===== src/rtl/packet_pad_restorer.sv =====
// Restores truncated packets to the length carried in tuser[15:0] by zero-padding
// the tail. Pass-through is combinational; padding beats are generated from a local state.
//
// state   | meaning
// --------+---------------------------------------------------------------
// S_FIRST | waiting for the first beat of a packet (target/pad_en latched on it)
// S_PASS  | forwarding the body of a packet
// S_PAD   | input stalled, emitting zero beats until the target length is met
module packet_pad_restorer #(
  parameter int C_M_AXIS_DATA_WIDTH  = 256,
  parameter int C_S_AXIS_DATA_WIDTH  = 256,
  parameter int C_M_AXIS_TUSER_WIDTH = 128,
  parameter int C_S_AXIS_TUSER_WIDTH = 128
) (
  input  logic                              axi_aclk,
  input  logic                              axi_reset,

  input  logic [C_S_AXIS_DATA_WIDTH-1:0]    s_axis_tdata,
  input  logic [C_S_AXIS_DATA_WIDTH/8-1:0]  s_axis_tkeep,
  input  logic [C_S_AXIS_TUSER_WIDTH-1:0]   s_axis_tuser,
  input  logic                              s_axis_tvalid,
  output logic                              s_axis_tready,
  input  logic                              s_axis_tlast,

  output logic [C_M_AXIS_DATA_WIDTH-1:0]    m_axis_tdata,
  output logic [C_M_AXIS_DATA_WIDTH/8-1:0]  m_axis_tkeep,
  output logic [C_M_AXIS_TUSER_WIDTH-1:0]   m_axis_tuser,
  output logic                              m_axis_tvalid,
  input  logic                              m_axis_tready,
  output logic                              m_axis_tlast,

  input  logic                              pad_en,
  output logic [31:0]                       pad_pkt_cnt,
  output logic [31:0]                       pass_pkt_cnt
);

  localparam int C_BYTES = C_M_AXIS_DATA_WIDTH / 8;

  localparam logic [1:0] S_FIRST = 2'd0;
  localparam logic [1:0] S_PASS  = 2'd1;
  localparam logic [1:0] S_PAD   = 2'd2;

  logic [1:0]                      r_state;
  logic [15:0]                     r_rx_bytes;
  logic [15:0]                     r_target;
  logic [15:0]                     r_remaining;
  logic                            r_pkt_pad;
  logic [C_M_AXIS_TUSER_WIDTH-1:0] r_tuser;
  logic [31:0]                     r_pad_pkt_cnt;
  logic [31:0]                     r_pass_pkt_cnt;

  logic                            w_first;
  logic [16:0]                     w_pop;
  logic [16:0]                     w_cur_rx;
  logic [16:0]                     w_cur_target;
  logic                            w_cur_pad;
  logic [16:0]                     w_total;
  logic                            w_extend;
  logic [16:0]                     w_need;
  logic                            w_need_last;
  logic [16:0]                     w_rem;
  logic                            w_pad_last;
  logic                            w_in_fire;
  logic                            w_out_fire;
  logic [C_M_AXIS_DATA_WIDTH-1:0]  w_masked_data;

  function automatic logic [C_BYTES-1:0] f_keep(input logic [16:0] n);
    logic [C_BYTES-1:0] v;
    v = '0;
    for (int i = 0; i < C_BYTES; i++) begin
      v[i] = (17'(i) < n);
    end
    return v;
  endfunction

  assign w_first = (r_state == S_FIRST);

  // tkeep is contiguous, so its popcount is the byte count of the beat
  always_comb begin
    w_pop = '0;
    for (int i = 0; i < C_BYTES; i++) begin
      w_pop = w_pop + {16'd0, s_axis_tkeep[i]};
    end
  end

  always_comb begin
    w_masked_data = '0;
    for (int i = 0; i < C_BYTES; i++) begin
      w_masked_data[8*i +: 8] = s_axis_tkeep[i] ? s_axis_tdata[8*i +: 8] : 8'd0;
    end
  end

  // On the first beat the packet context comes straight from the input, not the latches
  assign w_cur_rx     = w_first ? 17'd0 : {1'b0, r_rx_bytes};
  assign w_cur_target = w_first ? {1'b0, s_axis_tuser[15:0]} : {1'b0, r_target};
  assign w_cur_pad    = w_first ? pad_en : r_pkt_pad;
  assign w_total      = w_cur_rx + w_pop;
  assign w_extend     = s_axis_tlast & w_cur_pad & (w_total < w_cur_target);
  assign w_need       = w_cur_target - w_cur_rx;
  assign w_need_last  = (w_need <= 17'(C_BYTES));

  assign w_rem        = {1'b0, r_remaining};
  assign w_pad_last   = (w_rem <= 17'(C_BYTES));

  assign w_in_fire    = s_axis_tvalid & s_axis_tready;
  assign w_out_fire   = m_axis_tvalid & m_axis_tready;

  always_comb begin
    m_axis_tdata  = '0;
    m_axis_tkeep  = '0;
    m_axis_tuser  = '0;
    m_axis_tvalid = 1'b0;
    m_axis_tlast  = 1'b0;
    s_axis_tready = 1'b0;
    if (!axi_reset) begin
      case (r_state)
        S_FIRST, S_PASS: begin
          m_axis_tvalid = s_axis_tvalid;
          s_axis_tready = m_axis_tready;
          if (w_extend) begin
            m_axis_tdata = w_masked_data;
            m_axis_tkeep = f_keep(w_need);
            m_axis_tlast = w_need_last;
            m_axis_tuser = w_first ? s_axis_tuser : r_tuser;
          end else begin
            m_axis_tdata = s_axis_tdata;
            m_axis_tkeep = s_axis_tkeep;
            m_axis_tlast = s_axis_tlast;
            m_axis_tuser = s_axis_tuser;
          end
        end
        S_PAD: begin
          m_axis_tvalid = 1'b1;
          m_axis_tkeep  = f_keep(w_rem);
          m_axis_tlast  = w_pad_last;
          m_axis_tuser  = r_tuser;
        end
        default: begin
          m_axis_tvalid = 1'b0;
        end
      endcase
    end
  end

  always_ff @(posedge axi_aclk) begin
    if (axi_reset) begin
      r_state        <= S_FIRST;
      r_rx_bytes     <= '0;
      r_target       <= '0;
      r_remaining    <= '0;
      r_pkt_pad      <= 1'b0;
      r_tuser        <= '0;
      r_pad_pkt_cnt  <= '0;
      r_pass_pkt_cnt <= '0;
    end else begin
      case (r_state)
        S_FIRST, S_PASS: begin
          if (w_in_fire) begin
            if (w_first) begin
              r_target  <= s_axis_tuser[15:0];
              r_pkt_pad <= pad_en;
              r_tuser   <= s_axis_tuser;
            end
            if (!s_axis_tlast) begin
              r_state    <= S_PASS;
              r_rx_bytes <= w_total[15:0];
            end else if (w_extend && !w_need_last) begin
              r_state     <= S_PAD;
              r_rx_bytes  <= '0;
              r_remaining <= 16'(w_need - 17'(C_BYTES));
            end else begin
              r_state    <= S_FIRST;
              r_rx_bytes <= '0;
              if (w_extend) begin
                r_pad_pkt_cnt <= r_pad_pkt_cnt + 32'd1;
              end else begin
                r_pass_pkt_cnt <= r_pass_pkt_cnt + 32'd1;
              end
            end
          end
        end
        S_PAD: begin
          if (w_out_fire) begin
            if (w_pad_last) begin
              r_state       <= S_FIRST;
              r_remaining   <= '0;
              r_pad_pkt_cnt <= r_pad_pkt_cnt + 32'd1;
            end else begin
              r_remaining <= r_remaining - 16'(C_BYTES);
            end
          end
        end
        default: begin
          r_state <= S_FIRST;
        end
      endcase
    end
  end

  assign pad_pkt_cnt  = r_pad_pkt_cnt;
  assign pass_pkt_cnt = r_pass_pkt_cnt;

endmodule


===== config.mk =====
export PLATFORM = sky130hd
export DESIGN_NAME = packet_pad_restorer
export DESIGN_NICKNAME = d
export VERILOG_FILES = /design/src/rtl/packet_pad_restorer.sv
export SDC_FILE = /design/constraint.sdc
export NUM_CORES = 1
export LEC_CHECK = 0
export CORE_AREA = 2 2 354 356
export CTS_CLUSTER_DIAMETER = 50
export DETAILED_ROUTE_END_ITERATION = 10
export DIE_AREA = 0 0 356 358
export GPL_ROUTABILITY_DRIVEN = 0
export REMOVE_ABC_BUFFERS = 1
export SLEW_MARGIN = 25
export SYNTH_ARGS = -nofsm -noshare
export SYNTH_HDL_FRONTEND = slang
export SYNTH_SLANG_ARGS = --single-unit
export TNS_END_PERCENT = 1

===== constraint.sdc =====
create_clock -name axi_aclk -period 26.2 [get_ports axi_aclk]
set_clock_uncertainty 0.05 [all_clocks]
set_input_delay 7.86 -clock axi_aclk [delete_from_list [all_inputs] [get_ports axi_aclk]]
set_output_delay 7.86 -clock axi_aclk [all_outputs]
set_load 0.02 [all_outputs]

# Word level (Yosys, flattened, before mapping)
# Index checks and enable logic that the tools add are counted.
# Widths: inputs -> output; s select.
# word_totals
output_inout_bits	483
elab_cells	210
regBits	243
# op_classes
eq_ne	9
reduce_logical	11
n_mux	72
n_bitwise	6
addsub	37
n_lt_le_gt_ge	67
# ops
op	count
$mux 256	3
$mux 128	3
$lt 5x17->1 const A	16
$lt 5x16->1 const A	16
$mux 32	8
$mux 8	32
$pmux 128 s2	1
$add 17x1->17	15
$lt 4x17->1 const A	8
$lt 4x16->1 const A	8
$mux 16	8
$pmux 32 s2	2
$lt 3x17->1 const A	4
$add 32x1->32 const B	2
$lt 3x16->1 const A	4
$lt 1x17->1 const A	2
$lt 2x17->1 const A	2
$lt 1x16->1 const A	2
$lt 2x16->1 const A	2
$pmux 16 s2	1
$sub 16x6->16 const B	2
$add 16x1->17	1
$add 16x17->17	1
$le 17x6->1 const B	1
other kinds (36)	58

# Depth between registers and ports, before layout
# Gate-level depths: netlist (run 1).
# logic_depth
word_depth	39
mapped_depth	36
ltp_nobuf	31

# Worst setup path after synthesis (run 1)
# No wires, ideal clock.
# synth_path
path_type	in2out
startpoint	input s_axis_tkeep[0]
endpoint	output m_axis_tuser[100]
n_path_buf	2
t_arrival_ns	15.492
path_stages	31
setup_slack_ns	2.798
path_cell_list	fa_1 inv_1 fa_1 inv_1 fa_1 fa_1 fa_1 inv_1 fa_1 inv_1 ha_1 nor2b_1 o21ai_0 a21boi_0 o21ai_0 a21boi_0 o21ai_0 a211oi_1 nand4_1 xor2_1 ha_1 nand3_1 nor2_1 a2111o_1 a311oi_2 and2_1 a21oi_1 nor2_1 clkbuf_1 buf_2 a22o_1
# synth_via
elab_chain_cells	37
# synth_rtl
element	line_no	source
from (decl)	19	input logic [C_S_AXIS_DATA_WIDTH/8-1:0] s_axis_tkeep,
$add 1x1->2	82	w_pop = w_pop + {16'd0, s_axis_tkeep[i]};
$add 2x1->3	82	
$add 3x1->4	82	
$add 4x1->5	82	
$add 5x1->6	82	
$add 6x1->7	82	
$add 7x1->8	82	
$add 8x1->9	82	
(+7 left out)	--	
$add 16x1->17	82	
$add 17x1->17 (15 in a row)	82	
$add 16x17->17	97	assign w_total = w_cur_rx + w_pop;
$lt 17x16->1	98	assign w_extend = s_axis_tlast & w_cur_pad & (w_total < w_cur_target);
$and 1x1->1	98	
$mux 128	120	if (w_extend) begin
$pmux 128 s2	116	case (r_state)
$mux 128	115	if (!axi_reset) begin
to (decl)	27	output logic [C_M_AXIS_TUSER_WIDTH-1:0] m_axis_tuser,
# No other way between the ends.

# Worst setup path after layout (run 1)
# layout_path
startpoint	input s_axis_tkeep[1]
endpoint	output m_axis_tkeep[0]
# layout_via
elab_chain_cells	37
# layout_rtl
element	line_no	source
$add 1x1->2	82	
$add 2x1->3	82	
$add 3x1->4	82	
$add 4x1->5	82	
$add 5x1->6	82	
$add 6x1->7	82	
$add 7x1->8	82	
$add 8x1->9	82	
(+7 left out)	--	
$add 16x1->17	82	
$add 17x1->17 (15 in a row)	82	
$add 16x17->17	97	
$lt 17x16->1	98	
$and 1x1->1	98	
$mux 32	120	
$pmux 32 s2	116	
$mux 32	115	
to (decl)	26	output logic [C_M_AXIS_DATA_WIDTH/8-1:0] m_axis_tkeep,
# No other way between the ends.

==> results of run 1 <==
per-layer routing:
metal,vias to the layer above,share of wire
li1,9651,-
met4,60,0.034
met1,9800,0.37
met2,1049,0.47
met5,-,0.0034
met3,224,0.12
tightest hold or removal path: cells and delay by family, from the launching register on:
family | cells | cell delay, ps
compound gates | 1 | 50
simple gates | 1 | 50
flops | 1 | 300
state kept, by name, summed over array words and instances, names as in the netlist:
| name | flops |
|---|---|
| pad_pkt_cnt | 32 |
| r_remaining | 16 |
| pass_pkt_cnt | 32 |
| r_target | 16 |
| r_pkt_pad | 1 |
| r_tuser | 128 |
| r_rx_bytes | 16 |
| r_state | 2 |
cell type report:
cell class	count	share of cell area
well taps	1637	0.0700
inverters	188	0.0241
multi-input cells	1749	0.363
clock inverters	20	0.00829
repair buffers	973	0.329
diodes	17	0.00145
flip-flops and latches	243	0.166
clock buffers	49	0.0381
synthesized netlist by cell type (all sizes together), types with 23 or more instances:
master,instances
and2,175
nand4,26
inv,188
a21boi,23
nor3,30
mux2i,23
nand3,34
a21oi,226
fa,27
xor2,57
ha,52
nand2,376
dfxtp,243
a22o,126
clkbuf,122
nor2,248
o21ai,81
worst min-delay path by stage:
stage / to / slack (ps) / cells past startpoint
CTS: r_tuser[125] / 400 / 2
floorplan: r_target[10] / 380 / 2
global route: r_target[11] / 410 / 2
detailed placement: r_target[5] / 400 / 2
global placement: r_tuser[31] / 390 / 2
finish: r_tuser[32] / 400 / 2
where the power goes:
part,switching (mW),total [mW],internal (mW),leakage [nW]
clock,0.211,0.547,0.336,0.665
combinational,0.431,0.751,0.320,8.41
sequential,0.00779,0.388,0.380,1.96
total,0.650,1.69,1.04,11.0
per-stage QoR:
stage	util	hold WS, ps	total power [mW]
5_1_grt	0.237	414	1.79
2_1_floorplan	-	380	0.788
3_5_place_dp	0.226	396	1.14
6_report	0.237	401	1.69
3_3_place_gp	0.226	391	1.14
4_1_cts	0.237	403	1.71
logic make-up after synthesis:
group,Yosys count
and+or+nand+nor,976
AOI/OAI and AO/OA,593
buffers and inverters,331
DFF,243
adders and majority gates,79
xor gates and xnor gates,78
muxes,23
repair_timing:
item	in CTS	in global routing
buffers inserted	0	3
resized for setup	0	1
endpoints found under the hold margin	0	0
setup endpoints to repair	0	59
==> metrics, run 1 <==
slowest cell on the critical path clkdlybuf4s50_1; final setup TNS 0 ps; Synth Instances 2323; row count 129; WP depth 32; Clk Latency, worst-skew pair 580 ps; Nets 3697; area grow syn2layout 75.5%; reg2reg setup slack 15600 ps; XOR/XNOR share of the synthesized area 0.0410; Seq/Total Area, Yosys 0.292; Sequential Area 0.00486 mm2; vias post-DR 20784; pwr dens 57.6 mW/mm2; Worst path max stage delay 660 ps; drt total wl 118000 um; post-route clock period utilization 0.984; initial core utilization 0.135; die height 358 um; CP startpoint kind primary input; EDFF count, synth 0; CTS tree done; pin count of the biggest net entering global routing 92; met1 Resource Use GR 0.195; met3 usage 0.0812; Sink Count 243; Post-Syn Area 0.0167 mm2; critical path startpoint s_axis_tkeep[1]; post-synthesis simple-gate area fraction 0.270; Crit path top cell by count fa_1; ANT nets after route 0; Leak Pwr 11.0 nW; crit-path leading delay family adder cells; relative slew slack 0.286; Post-Synth Adder-Cell Area 0.0714; worst r2r path cells 31; count of pins over their slew limit 0; Main synth FF type dfxtp_1; max_cap viols 0; Yosys top cell area share 0.292; full die area 0.127 mm2; worst flop-to-flop path startpoint r_state[0]; grt ovf 0; DRT iter0 DRCs 1882; area leader, netlist dfxtp_1; layout cells sized above 1 0.0525; Synth Area per Inst 7.18 um2; I/O pin cnt 905; critical path class in2out; Syn. warnings 0; WP data arrival 17870 ps; post-synthesis compound-gate area fraction 0.236; most frequent cells in the layout clkdlybuf4s50_1, nand2_1, nor2_1; die width 356 um; vias in the first global route 19960; # hold bufs at CTS 0; Fill cells 13454; worst-margin pin slew 1070 ps; final setup violation count 0; largest family of logic cells by synthesized area simple AND/OR/NAND/NOR gates; ys async rst share 0; first-pass GRT wire length 159000 um; post-route cell area 0.0293 mm2; met2 Use GR 0.296; Post-Place Worst Slack 467 ps; Yosys cell types 78; Top Usage Layer GRT met2; CP bufs+invs 6; VDD IR-drop max 0.0000561 V; min Tclk post-route 25780 ps; flops & latches, synth 243; Critical Path Fanout Max 11; PortBufs 904; initial antenna violation count 69; CTS max path bufs 3; core area 0.123 mm2; PnR worst setup slack 417 ps; final hold vios 0; WL/cell 24.3 um; worst reg2reg endpoint r_remaining[11]; footprint of the multi-input gates 0.0106 mm2; fin cells 4876; drt pass-1 iters 7; mux contribution to synthesized area 0.0138; root buf cell clkbuf_16; status complete, no violations; Hold Path Origin r_tuser[32]; Peak Freq 0.0388 GHz; Area after DPL 0.0278 mm2; Total GRT Usage 0.176; Residual DRC 0; crit path to m_axis_tkeep[0]; CP required 18290 ps; Clock H-tree levels 2; DR vias/cell 4.26; clk slew on worst S/H paths 40 ps; dominant cells by area after synthesis dfxtp_1, nand2_1, a21oi_1; HP Class reg2reg; Cells after DPL 4787; commonest non-fill, non-tap cell in the layout clkdlybuf4s50_1; crit end category output port; clock buffer count from CTS 41; Final HPWL DP 101000 um
Power figures use the tool's default switching activity.
==> inputs of run 2 (changes only) <==
- GPL_TIMING_DRIVEN: unset -> 0
==> metrics, run 2 (synthesis gave the netlist of run 1 again) <==
status complete, no violations; Leak Pwr 11.1 nW (+0.81%); Psw 691 uW (+6.4%); max_cap viols 0 (unchanged); crit end category output port; Internal 1.06 mW (+2.6%); final setup TNS 0 ps (unchanged); worst r2r path cells 29 (-6.5%); fin cells 4853 (-0.47%); most frequent cells in the layout clkdlybuf4s50_1, nand2_1, nor2_1; Critical Path Fanout Max 27 (+16); PortBufs 904 (unchanged); DRT iter0 DRCs 1548 (-18%); Most flops, register r_tuser; Worst path max stage delay 650 ps (about the same); DR vias/cell 4.23 (-0.72%); die height 358 um (unchanged); Clock H-tree levels 2 (unchanged); I/O pin cnt 905 (unchanged); root buf cell clkbuf_16; Clk pwr share 0.338 (+0.013); layout cells sized above 1 0.0512 (-0.00127); Crit path top cell by count fa_1; PnR worst setup slack 439 ps (+22.4 ps); vias in the first global route 19906 (-0.27%); commonest non-fill, non-tap cell in the layout clkdlybuf4s50_1; ANT nets after route 0 (unchanged); HP Class reg2reg; Hold Crit Depth 2 (unchanged); drt pass-1 iters 6 (-1); initial core utilization 0.135 (unchanged); worst reg2reg endpoint r_remaining[7]; worst-margin pin slew 1070 ps (-2.91 ps); clk slew on worst S/H paths 50 ps (about the same); Logic pwr share 0.440 (-0.005); core area 0.123 mm2 (unchanged); Cells after DPL 4754 (-0.69%); post-route clock period utilization 0.983 (about the same); area grow syn2layout 77.9%; row count 129 (unchanged); RSZ-0062 raised after global routing false; final hold vios 0 (unchanged); VDD IR-drop max 0.0000662 V (+18%); max FFs per register 128 (unchanged); CP required 18290 ps (about the same); final setup violation count 0 (unchanged); die width 356 um (unchanged); CTS max path bufs 3 (unchanged); Hold Path Origin r_tuser[96]; first-pass GRT wire length 158000 um (-0.45%); WP data arrival 17850 ps (-20 ps); sequential power share 0.222 (-0.008); Peak Freq 0.0388 GHz (about the same); CP startpoint kind primary input; CTS tree done; Clk Latency, worst-skew pair 590 ps (about the same); clock buffer count from CTS 45 (+9.8%); reg2reg setup slack 15950 ps (+350 ps); Final HPWL DP 102000 um (+1.2%); worst flop-to-flop path startpoint r_state[1]; pin count of the biggest net entering global routing 74 (-20%); Residual DRC 0 (unchanged); relative slew slack 0.286 (-0.000689); Nets 3669 (-0.76%); Post-Place Worst Slack -171 ps (-639 ps); critical path class in2out; slowest cell on the critical path clkdlybuf4s50_1; Total GRT Usage 0.176 (about the same); count of pins over their slew limit 0 (unchanged); initial antenna violation count 60 (-13%); min Tclk post-route 25760 ps (-22.4 ps); Sink Count 243 (unchanged); Worst Hold End r_tuser[96]; Total Power Consumption 1.75 mW (+4.0%); switching share of power 0.394 (+0.00867); pwr dens 59.1 mW/mm2 (+2.6%); WL/cell 24.4 um (+0.30%); drt total wl 118000 um (-0.18%); vias post-DR 20536 (-1.2%); full die area 0.127 mm2 (unchanged); grt ovf 0 (unchanged)
-- run 2: changes by cell type in the layout (fill, tap and decap cells not counted), moves of 3 or more --
| cell | change |
|---|---|
| buf_16 | +17 |
| buf_12 | +4 |
| diode_2 | -5 |
| a21boi_2 | +5 |
| buf_6 | +4 |
| inv_8 | +9 |
| a21boi_0 | -8 |
| clkbuf_16 | +4 |
| a21boi_1 | +3 |
| buf_4 | -58 |
-- run 2: area by class of cell --
type / instances / area [um2]
clock buffer: 56 / 1240
antenna: 12 / 30.0
sequential: 243 / 4870
timing repair buffer: 941 / 9800
clock inverter: 27 / 287
inverter: 188 / 706
multi-input combinational: 1749 / 10700
fill: 13540 / 93600
tap: 1637 / 2050
-- run 2: critical path, delay by kind of cell --
kind	cells	cell delay, ps
and+or+nand+nor	7	1520
xor gates and xnor gates	1	170
buffers and inverters	8	2280
AOI/OAI and AO/OA	8	1880
adders and majority gates	9	4120
-- run 2: worst max-delay path by stage --
stage / cells after the start / start / slack, ps / to
3_5_place_dp: 32 / s_axis_tkeep[3] / -170 / m_axis_tuser[73]
3_3_place_gp: 4 / axi_reset / -19320 / m_axis_tuser[83]
5_1_grt: 35 / s_axis_tkeep[3] / 50 / m_axis_tuser[73]
6_report: 33 / s_axis_tkeep[3] / 440 / m_axis_tuser[21]
2_1_floorplan: 29 / s_axis_tkeep[0] / -1830 / m_axis_tuser[100]
4_1_cts: 30 / s_axis_tkeep[3] / 120 / m_axis_tkeep[14]
-- run 2: repair_timing --
item,4_1_cts,5_1_grt
resized for setup,2,2
hold buffers,0,0
setup buffers,2,2
endpoints found under the setup margin,34,48
pin swaps,1,1
-- run 2: stage by stage --
| stage | hold slack [ps] | utilization | area, um2 |
|---|---|---|---|
| 2_1_floorplan | 380 | - | 16100 |
| 3_3_place_gp | 391 | 0.221 | 27200 |
| 3_5_place_dp | 396 | 0.228 | 28100 |
| 4_1_cts | 403 | 0.240 | 29600 |
| 5_1_grt | 421 | 0.241 | 29700 |
| 6_report | 402 | 0.241 | 29700 |
-- run 2: routing by layer --
metal / share of wire / track usage / routed length, um / up-vias
li1: - / - / - / 9600
met1: 0.36 / 0.189 / 42800 / 9714
met2: 0.48 / 0.300 / 56500 / 959
met3: 0.12 / 0.0861 / 14600 / 207
met4: 0.033 / 0.0597 / 3960 / 56
met5: 0.0030 / 0 / 356 / -
-- run 2: power by group through the flow --
stage / registers, mW / logic [mW] / clock network [mW]
after floorplan: 0.394 / 0.394 / 0
after global placement: 0.396 / 0.746 / 0
after global routing: 0.390 / 0.837 / 0.625
after detailed placement: 0.397 / 0.767 / 0
after CTS: 0.389 / 0.773 / 0.612
final: 0.389 / 0.772 / 0.593
==> inputs of run 3 (changes only) <==
- CTS_BUF_LIST: unset -> sky130_fd_sc_hd__clkbuf_8 sky130_fd_sc_hd__clkbuf_16
==> metrics, run 3 (synthesis gave the netlist of run 1 again) <==
die width 356 um (unchanged); Residual DRC 0 (unchanged); status complete, no violations; WP data arrival 17860 ps (about the same); Clk Latency, worst-skew pair 590 ps (about the same); Sink Count 243 (unchanged); drt pass-1 iters 8 (+2); max_cap viols 0 (unchanged); post-route clock period utilization 0.983 (about the same); commonest non-fill, non-tap cell in the layout clkdlybuf4s50_1; CTS max path bufs 3 (unchanged); pwr dens 59.1 mW/mm2 (about the same); grt ovf 0 (unchanged); PortBufs 904 (unchanged); vias in the first global route 19906 (unchanged); relative slew slack 0.284 (-0.00162); Crit path top cell by count fa_1; min Tclk post-route 25770 ps (+4.38 ps); DR vias/cell 4.23 (about the same); HP Class reg2reg; clk slew on worst S/H paths 50 ps (about the same); Total GRT Usage 0.176 (unchanged); Cells after DPL 4754 (unchanged); crit end category output port; max FFs per register 128 (unchanged); row count 129 (unchanged); layout cells sized above 1 0.0512 (unchanged); vias post-DR 20549 (+0.063%); initial antenna violation count 60 (unchanged); final hold vios 0 (unchanged); final core occ 0.241 (unchanged); root buf cell clkbuf_16; fin cells 4853 (unchanged); worst r2r path cells 29 (unchanged); RSZ-0062 raised after global routing false; full die area 0.127 mm2 (unchanged); Most flops, register r_tuser; area grow syn2layout 77.9% (unchanged); critical path class in2out; worst-margin pin slew 1070 ps (+2.41 ps); CP required 18290 ps (about the same); Hold Crit Depth 2 (unchanged); die height 358 um (unchanged); first-pass GRT wire length 158000 um (unchanged); I/O pin cnt 905 (unchanged); Clock H-tree levels 2 (unchanged); core area 0.123 mm2 (unchanged); count of pins over their slew limit 0 (unchanged); most frequent cells in the layout clkdlybuf4s50_1, nand2_1, nor2_1; # hold bufs at CTS 0 (unchanged); VDD IR-drop max 0.0000664 V (+0.30%); pin count of the biggest net entering global routing 74 (unchanged); slowest cell on the critical path clkdlybuf4s50_1; DRT iter0 DRCs 1549 (+0.065%); Critical Path Fanout Max 27 (unchanged); initial core utilization 0.135 (unchanged); Nets 3669 (unchanged); CP startpoint kind primary input; Fill cells 13540 (unchanged); Leak Pwr 11.1 nW (+0.15%); drt total wl 118000 um (about the same); Final HPWL DP 102000 um (unchanged); Peak Freq 0.0388 GHz (about the same); CTS tree done; Worst path max stage delay 650 ps (about the same); final setup violation count 0 (unchanged); ANT nets after route 0 (unchanged); clock buffer count from CTS 45 (unchanged); WL/cell 24.3 um (about the same)
-- run 3: cell types whose count changed in the layout (fill, tap and decap cells not counted), sizes merged --
cell / delta
inv: +4
clkbuf: -4
-- run 3: metal layers --
layer  GRT usage  share of wire
met5           0         0.0030
met4      0.0597          0.033
met3      0.0861           0.12
met2       0.300           0.48
met1       0.189           0.36
-- run 3: worst max-delay path: cells and delay by family --
family | cells | cell delay [ps]
AO/OA/AOI/OAI | 8 | 1880
XOR/XNOR | 1 | 170
adder cells (fa/ha/maj) | 9 | 4120
buffers and inverters | 8 | 2280
AND/OR/NAND/NOR | 7 | 1520
-- run 3: final cells by class --
class | count | area [um2] | share of cell area
Antenna cell | 12 | 30.0 | 0.00101
Clock buffer | 52 | 1220 | 0.0412
Clock inverter | 31 | 302 | 0.0102
Inverter | 188 | 706 | 0.0238
Multi-Input combinational cell | 1749 | 10700 | 0.360
Sequential cell | 243 | 4870 | 0.164
Tap cell | 1637 | 2050 | 0.0690
Timing Repair Buffer | 941 | 9800 | 0.330
-- run 3: final timing paths --
path	from	to	slack [ps]
setup reg to reg	r_state[1]	r_remaining[8]	15930
hold / removal	r_tuser[96]	r_tuser[96]	400
hold reg to reg	r_tuser[96]	r_tuser[96]	400
setup / recovery	s_axis_tkeep[3]	m_axis_tuser[21]	430
-- run 3: metrics by stage --
stage / setup TNS (ps) / power [mW] / setup WS, ps / cell area [um2] / hold WS, ps
finish: 0 / 1.75 / 435 / 29700 / 402
global route: 0 / 1.85 / 54.2 / 29700 / 421
global placement: -6464340 / 1.14 / -19320 / 27200 / 391
CTS: 0 / 1.77 / 115 / 29600 / 403
floorplan: -227190 / 0.788 / -1830 / 16100 / 380
detailed placement: -2240 / 1.16 / -171 / 28100 / 396
-- run 3: report_power, final --
group	total [mW]	switching, mW	internal, mW	leakage [nW]
logic	0.772	0.446	0.327	8.42
clock network	0.591	0.236	0.355	0.762
registers	0.389	0.00903	0.380	1.97
-- run 3: repair_timing --
item / 4_1_cts / 5_1_grt
buffers inserted: 2 / 2
pin swaps: 1 / 1
setup endpoints to repair: 34 / 48
gates resized for setup: 2 / 2
